`config.mk`:
```
export PLATFORM = sky130hd
export DESIGN_NAME = fetch_unit_flat
export DESIGN_NICKNAME = d
export VERILOG_FILES = /design/src/rtl/cpu_pkg.sv /design/src/rtl/fetch_unit_if.sv /design/src/rtl/pc_register.sv /design/src/rtl/fetch_unit.sv /design/src/flat_wrapper.sv
export SDC_FILE = /design/constraint.sdc
export NUM_CORES = 1
export LEC_CHECK = 0
export BUFFER_PORTS_ARGS = -buffer_cell sky130_fd_sc_hd__buf_2
export CORE_ASPECT_RATIO = 1.75
export CORE_UTILIZATION = 40
export DETAILED_ROUTE_END_ITERATION = 12
export PLACE_DENSITY = 0.72
export SETUP_SLACK_MARGIN = 0.02
export SYNTH_ARGS = -nofsm -noshare
export SYNTH_HDL_FRONTEND = slang
export SYNTH_SLANG_ARGS = --single-unit
```
`constraint.sdc`:
```
create_clock -name clk -period 1.9 [get_ports clk]
set_input_delay 0 -clock clk [delete_from_list [all_inputs] [get_ports clk]]
set_output_delay 0 -clock clk [all_outputs]
set_load 0.005 [all_outputs]
```
`src/rtl/cpu_pkg.sv`:
```
// Shared A09 CPU definitions: fetch FSM state encoding and default fetch geometry.
package cpu_pkg;

  localparam int DefDataWidth   = 16;
  localparam int DefAddrWidth   = 8;
  localparam int DefWordSize    = 2;
  localparam int DefResetVector = 0;

  typedef enum logic {
    S_REQ  = 1'b0,
    S_HOLD = 1'b1
  } fetch_state_t;

  function automatic logic is_aligned(input int addr, input int word_size);
    return (addr % word_size) == 0;
  endfunction

endpackage

```
`src/rtl/fetch_unit_if.sv`:
```
// Fetch-stage bundle: program-memory read port, decode-side IR handshake and branch redirect.
interface fetch_unit_if
  import cpu_pkg::*;
#(
  parameter int DataWidth = DefDataWidth,
  parameter int AddrWidth = DefAddrWidth
);

  logic                 mem_req;
  logic [AddrWidth-1:0] mem_addr;
  logic                 mem_ack;
  logic [DataWidth-1:0] mem_din;
  logic [DataWidth-1:0] ir;
  logic                 ir_valid;
  logic                 ir_ready;
  logic                 br_ld;
  logic [AddrWidth-1:0] br_addr;
  logic                 fault;

  modport master (
    output mem_req, mem_addr, ir, ir_valid, fault,
    input  mem_ack, mem_din, ir_ready, br_ld, br_addr
  );

  modport slave (
    input  mem_req, mem_addr, ir, ir_valid, fault,
    output mem_ack, mem_din, ir_ready, br_ld, br_addr
  );

endinterface

```
`src/rtl/pc_register.sv`:
```
// Program counter: async reset to the reset vector, branch load wins over sequential increment.
module pc_register #(
  parameter int AddrWidth   = 8,
  parameter int WordSize    = 2,
  parameter int ResetVector = 0
) (
  input  logic                 clk,
  input  logic                 rst_n,
  input  logic                 load,
  input  logic                 incr,
  input  logic [AddrWidth-1:0] load_addr,
  output logic [AddrWidth-1:0] pc
);

  // Increment wraps modulo 2^AddrWidth by construction of the adder width.
  always_ff @(posedge clk or negedge rst_n) begin
    if (!rst_n)
      pc <= AddrWidth'(ResetVector);
    else if (load)
      pc <= load_addr;
    else if (incr)
      pc <= pc + AddrWidth'(WordSize);
  end

endmodule

```
`src/rtl/fetch_unit.sv`:
```
// A09 fetch stage: PC, program-memory request FSM and instruction register.
// Build option FETCH_ALIGN_CHECK_EN: a misaligned branch target raises a sticky fault and halts fetch.
module fetch_unit
  import cpu_pkg::*;
#(
  parameter int DataWidth   = DefDataWidth,
  parameter int AddrWidth   = DefAddrWidth,
  parameter int WordSize    = DefWordSize,
  parameter int ResetVector = DefResetVector
) (
  input  logic         clk,
  input  logic         rst_n,
  fetch_unit_if.master bus
);

  fetch_state_t         state_q, state_d;
  logic [DataWidth-1:0] ir_q;
  logic [AddrWidth-1:0] pc;
  logic                 take_data;
  logic                 fault;

  pc_register #(
    .AddrWidth  (AddrWidth),
    .WordSize   (WordSize),
    .ResetVector(ResetVector)
  ) u_pc (
    .clk      (clk),
    .rst_n    (rst_n),
    .load     (bus.br_ld),
    .incr     (take_data),
    .load_addr(bus.br_addr),
    .pc       (pc)
  );

`ifdef FETCH_ALIGN_CHECK_EN
  logic fault_q;

  always_ff @(posedge clk or negedge rst_n) begin
    if (!rst_n)
      fault_q <= 1'b0;
    else if (bus.br_ld && !is_aligned(int'(bus.br_addr), WordSize))
      fault_q <= 1'b1;
  end

  assign fault = fault_q;
`else
  assign fault = 1'b0;
`endif

  // A redirect pre-empts both an arriving word and a pending decode handshake.
  always_comb begin
    state_d   = state_q;
    take_data = 1'b0;
    if (bus.br_ld) begin
      state_d = S_REQ;
    end else begin
      case (state_q)
        S_REQ: begin
          if (bus.mem_ack && !fault) begin
            take_data = 1'b1;
            state_d   = S_HOLD;
          end
        end
        S_HOLD: begin
          if (bus.ir_ready)
            state_d = S_REQ;
        end
        default: state_d = S_REQ;
      endcase
    end
  end

  always_ff @(posedge clk or negedge rst_n) begin
    if (!rst_n) begin
      state_q <= S_REQ;
      ir_q    <= '0;
    end else begin
      state_q <= state_d;
      if (take_data)
        ir_q <= bus.mem_din;
    end
  end

  assign bus.mem_req  = (state_q == S_REQ) && !fault;
  assign bus.mem_addr = pc;
  assign bus.ir       = ir_q;
  assign bus.ir_valid = (state_q == S_HOLD);
  assign bus.fault    = fault;

endmodule

```
`src/flat_wrapper.sv`:
```
// flat-port wrapper written by rule: the top's interface ports become plain ports
module fetch_unit_flat import cpu_pkg::*;
#(
  parameter int DataWidth   = DefDataWidth,
  parameter int AddrWidth   = DefAddrWidth,
  parameter int WordSize    = DefWordSize,
  parameter int ResetVector = DefResetVector
)
  (clk, rst_n, bus_mem_req, bus_mem_addr, bus_ir, bus_ir_valid, bus_fault, bus_mem_ack, bus_mem_din, bus_ir_ready, bus_br_ld, bus_br_addr);
  fetch_unit_if #(.DataWidth(DataWidth), .AddrWidth(AddrWidth)) bus_i ();
  input  logic clk;
  input  logic rst_n;
  output wire logic [$bits(bus_i.mem_req)-1:0] bus_mem_req;
  output wire logic [$bits(bus_i.mem_addr)-1:0] bus_mem_addr;
  output wire logic [$bits(bus_i.ir)-1:0] bus_ir;
  output wire logic [$bits(bus_i.ir_valid)-1:0] bus_ir_valid;
  output wire logic [$bits(bus_i.fault)-1:0] bus_fault;
  input wire logic [$bits(bus_i.mem_ack)-1:0] bus_mem_ack;
  input wire logic [$bits(bus_i.mem_din)-1:0] bus_mem_din;
  input wire logic [$bits(bus_i.ir_ready)-1:0] bus_ir_ready;
  input wire logic [$bits(bus_i.br_ld)-1:0] bus_br_ld;
  input wire logic [$bits(bus_i.br_addr)-1:0] bus_br_addr;
  assign bus_mem_req = bus_i.mem_req;
  assign bus_mem_addr = bus_i.mem_addr;
  assign bus_ir = bus_i.ir;
  assign bus_ir_valid = bus_i.ir_valid;
  assign bus_fault = bus_i.fault;
  assign bus_i.mem_ack = bus_mem_ack;
  assign bus_i.mem_din = bus_mem_din;
  assign bus_i.ir_ready = bus_ir_ready;
  assign bus_i.br_ld = bus_br_ld;
  assign bus_i.br_addr = bus_br_addr;
  fetch_unit #(.DataWidth(DataWidth), .AddrWidth(AddrWidth), .WordSize(WordSize), .ResetVector(ResetVector)) u_core (.clk(clk), .rst_n(rst_n), .bus(bus_i));
endmodule
```
======== Yosys cells after proc, flatten, opt, wreduce, memory -nomap -nowiden ========
Index checks and enable logic that the tools add are counted.
cells by class
  reduce and logical (&&, ||, !) cells .... 1
  bitwise gates (word level) .............. 1
  add/subtract/negate cells ............... 1
  muxes and demuxes ....................... 8
operator list
  operator                                     count
  two-way mux 8 bit                            2
  adder 8 x 2 -> 8 bit, second input constant  1
  two-way mux 1 bit                            5
  case mux 1 bit (2 select lines)              1
  nonzero test 2 bit                           1
  NOT 1 bit                                    1
word-level totals
  logic and storage cells ................. 14
  input bits .............................. 29
  output and inout port bits .............. 27
  register bits ........................... 25

======== Longest topological paths before layout ========
  depth in word-level cells ............... 5
  mapped depth ............................ 4
  gate-level depth less buffers ........... 4

======== Hierarchy ========
Synthesis repeated with hierarchy kept, for this count alone.
second synthesis, totals
  cells, all modules ...................... 82
  area, all modules ....................... 1,123.6 um^2
by module, submodules not included
  module       cells an instance  sequential area each (um^2)  times used  area each (um^2)
  fetch_unit   40                 425.4                        1           704.4
  pc_register  42                 200.2                        1           419.2

======== Least setup slack after synthesis ========
No wires, ideal clock.
  path type ............................... register -> register
  start ................................... register u_core.state_q (netlist: u_core.bus.ir_valid)
  end ..................................... register u_core.ir_q[10] (netlist: u_core.bus.ir[10])
  data arrival time ....................... 1.313 ns
  buffers on the path ..................... 1
  setup slack ............................. 0.462 ns
  setup time .............................. 0.125 ns
  stages on the path, launching flop included .. 5
  required time ........................... 1.775 ns
  path through ............................ dfrtp_1 > nand2b_2 > nor2_4 > buf_6 > mux2_2
on the way
  longest elaborated chain between the ends .. 2
RTL lines
  what                      line              text
  start: declaration        fetch_unit.sv:16  fetch_state_t state_q, state_d;
  start signal: assignment  fetch_unit.sv:78  state_q <= state_d;
  two-way mux 1 bit         fetch_unit.sv:57  case (state_q)
  two-way mux 1 bit         fetch_unit.sv:54  if (bus.br_ld) begin
  end signal: assignment    fetch_unit.sv:80  ir_q <= bus.mem_din;
  end: declaration          fetch_unit.sv:17  logic [DataWidth-1:0] ir_q;
No other way between the ends.
A chain may end at the register's enable or synchronous reset.

======== Worst setup path after layout ========
  start ................................... register u_core.state_q (netlist: u_core.bus.ir_valid)
  end ..................................... register u_core.ir_q[11] (netlist: u_core.bus.ir[11])
Same word-level chain as after synthesis.

==> impl_metrics.yaml <==
status:
  outcome: "finished clean"
sta:
  slew_headroom: 0.634
  fmax_mhz: 620
  drv_slew: 0
  skew_ns: 0.00638
  finalCritPeriodShare: 0.849
  period_minus_slack_ns: 1.61
  finalHoldViolations: 0
  setup-tns-final_ns: 0
  worstMarginPinSlew_ns: 0.549
  setup_viol: 0
  rsz0062_at_grt: "false"
clock_tree:
  clk_pin_slew_ns: 0.09
  cts_sinks: 25
  cts-root-buf: "clkbuf_8"
  htreeDepth: 1
  cts_made_buffers: 3
  clk_latency_ns: 0.28
  cts_tree: "built"
  cts_buffer_depth: 2
yosys:
  synth_top_area_cell: "dfrtp_1"
  async_flop_share: 1.00
  yosysMostFrequentCell: "dfrtp_1"
  yosysSeqAreaShare: 0.569
  yosysWarnings: 0
  synth.avg_cell_area_sq_um: 12.6
  synth_common_cells: "dfrtp_1 (25), mux2_2 (17), nand2_1 (7)"
  synth.top_cell.area_share: 0.569
  syn_area_sq_um: 1100
  netlist_instances: 87
  synthesis.nets: 117
  ys_seq_elements: 25
  ys.flop_type: "dfrtp_1"
  synth_edf_count: 0
  synth_area_leaders: "dfrtp_1 (57%), mux2_2 (17%), nand2_1 (2.4%)"
  synthDistinctLibCells: 30
detailed_routing:
  drc_errors: 0
  drtPass1Iterations: 2
  vias: 961
  wl_um: 2840
  ant_nets: 0
  avgViaCountPerCell: 4.98
  drt_iter0_markers: 12
  wl_per_cell_um: 14.7
setup_path:
  critical_path_required_ns: 2.06
  cp_data_arrival_time_ns: 1.77
  endpoint_kind: "register"
  path_class: "register to register"
  cp-start-kind: "register"
  path_max_fanout: 16
pwr:
  ir_drop_uv: 594
  p_clk_frac: 0.250
  comb_power_share: 0.240
  p_seq_frac: 0.510
  cellPowerDensity_nw_per_um2: 781
  p_sw_frac: 0.275
  power.switching_mw: 0.362
  power.internal_mw: 0.955
  p_leak_nw: 0.806
cells_and_area:
  n_fill_cell: 208
  nNetsFinal: 198
  finish.utilization: 0.660
  n_antenna_cell: 0
  area_growth_pct: 53.2
  drive_above_1_share: 0.461
job:
  maxCapViolations: 0
floorplan:
  initial_core_util: 0.431
  die_w_um: 41.6
  rows: 24
  die-area_sq_um: 2970
  core_sq_um: 2550
  die_h_um: 71.4
  pin_count: 56
global_route:
  antenna_found_initial: 0
  overflow: 0
  grt_pass1_wl_um: 4440
  grt_max_degree: 26
  grt_pass1_vias: 985
  track_usage: 0.201
place:
  port-buffer-count: 54
  dp_hpwl_um: 1810
  routabilityCongestion: 0.797
hold_path:
  min_path_type: "input pin to register"
registers in the layout, indices dropped and copies added (netlist names):
signal,count
u_core.bus.ir,16
u_core.u_pc.pc,8
u_core.bus.ir_valid,1
metal layers:
layer,share of wire,GRT usage,vias to the layer above
met4,0.021,0.0968,0
met3,0.037,0.0353,4
met2,0.57,0.382,30
met5,0,0,-
li1,-,-,466
met1,0.37,0.202,461
power by group through the flow:
stage,combinational (mW),sequential (mW),clock [mW]
2_1_floorplan,0.124,0.684,0
3_3_place_gp,0.265,0.676,0
3_5_place_dp,0.276,0.681,0
4_1_cts,0.318,0.670,0.332
5_1_grt,0.344,0.683,0.356
6_report,0.316,0.671,0.330
final timing paths:
path / slack [ns] / startpoint / cells after the start / endpoint
min in group asynchronous: 0.23 / rst_n / 2 / u_core.bus.ir[8]
max in group asynchronous: 1.30 / rst_n / 2 / u_core.bus.ir[10]
max reg2reg: 0.29 / u_core.bus.ir_valid / 3 / u_core.bus.ir[11]
min: 0.12 / bus_mem_ack / 3 / u_core.bus.ir_valid
max: 0.29 / u_core.bus.ir_valid / 3 / u_core.bus.ir[11]
min reg2reg: 0.51 / u_core.bus.ir[13] / 1 / u_core.bus.ir[13]
critical path: stages, from the launching register on:
cell and delay (ns):
dfrtp_1 0.44, nand2b_2 0.26, nor2_4 0.41, mux2_2 0.40
logic make-up after synthesis:
group | share of synthesized area
DFF | 0.569
and+or+nand+nor | 0.122
muxes | 0.183
AOI/OAI and AO/OA | 0.0614
buffers and inverters | 0.0341
xor gates and xnor gates | 0.0159
adders and majority gates | 0.0114
other | 0.00341
layout make-up:
type,instances,area (sq um),share of cell area
Tap cell,26,32.5,0.0193
Clock inverter,1,7.51,0.00445
Inverter,3,11.3,0.00668
Timing Repair Buffer,80,531,0.315
Multi-Input combinational cell,55,437,0.259
Sequential cell,25,626,0.371
Clock buffer,3,41.3,0.0245
timing repair:
item                                   in CTS  in global routing
resized for setup                           0                  0
buffers inserted                            0                  0
setup endpoints to repair                   0                  0
hold buffers                               26                  0
endpoints found under the hold margin      50                  0
metrics by stage:
stage                     hold slack [ns]  area [sq um]  std cells  power, mW  setup WS (ns)
after detailed placement           0.0176          1380        163      0.957          0.322
after global placement            0.00977          1380        163      0.941          0.380
after floorplan                    -0.296          1100         87      0.808          0.462
final                               0.121          1690        193       1.32          0.287
after global routing                0.128          1690        193       1.38          0.233
after CTS                           0.118          1690        193       1.32          0.312
placed cells by master (no fill, tap or decap), types with 2 or more instances in the layout:
| cell type | count |
|---|---|
| buf_2 | 54 |
| dlygate4sd3_1 | 26 |
| dfrtp_1 | 25 |
| mux2_2 | 17 |
| nand2_1 | 7 |
| o21ai_0 | 4 |
| inv_1 | 3 |
| nand3_1 | 3 |
| clkbuf_8 | 3 |
| nand3b_1 | 2 |
| nor2_1 | 2 |
| xor2_1 | 2 |
Power figures use the tool's default switching activity.
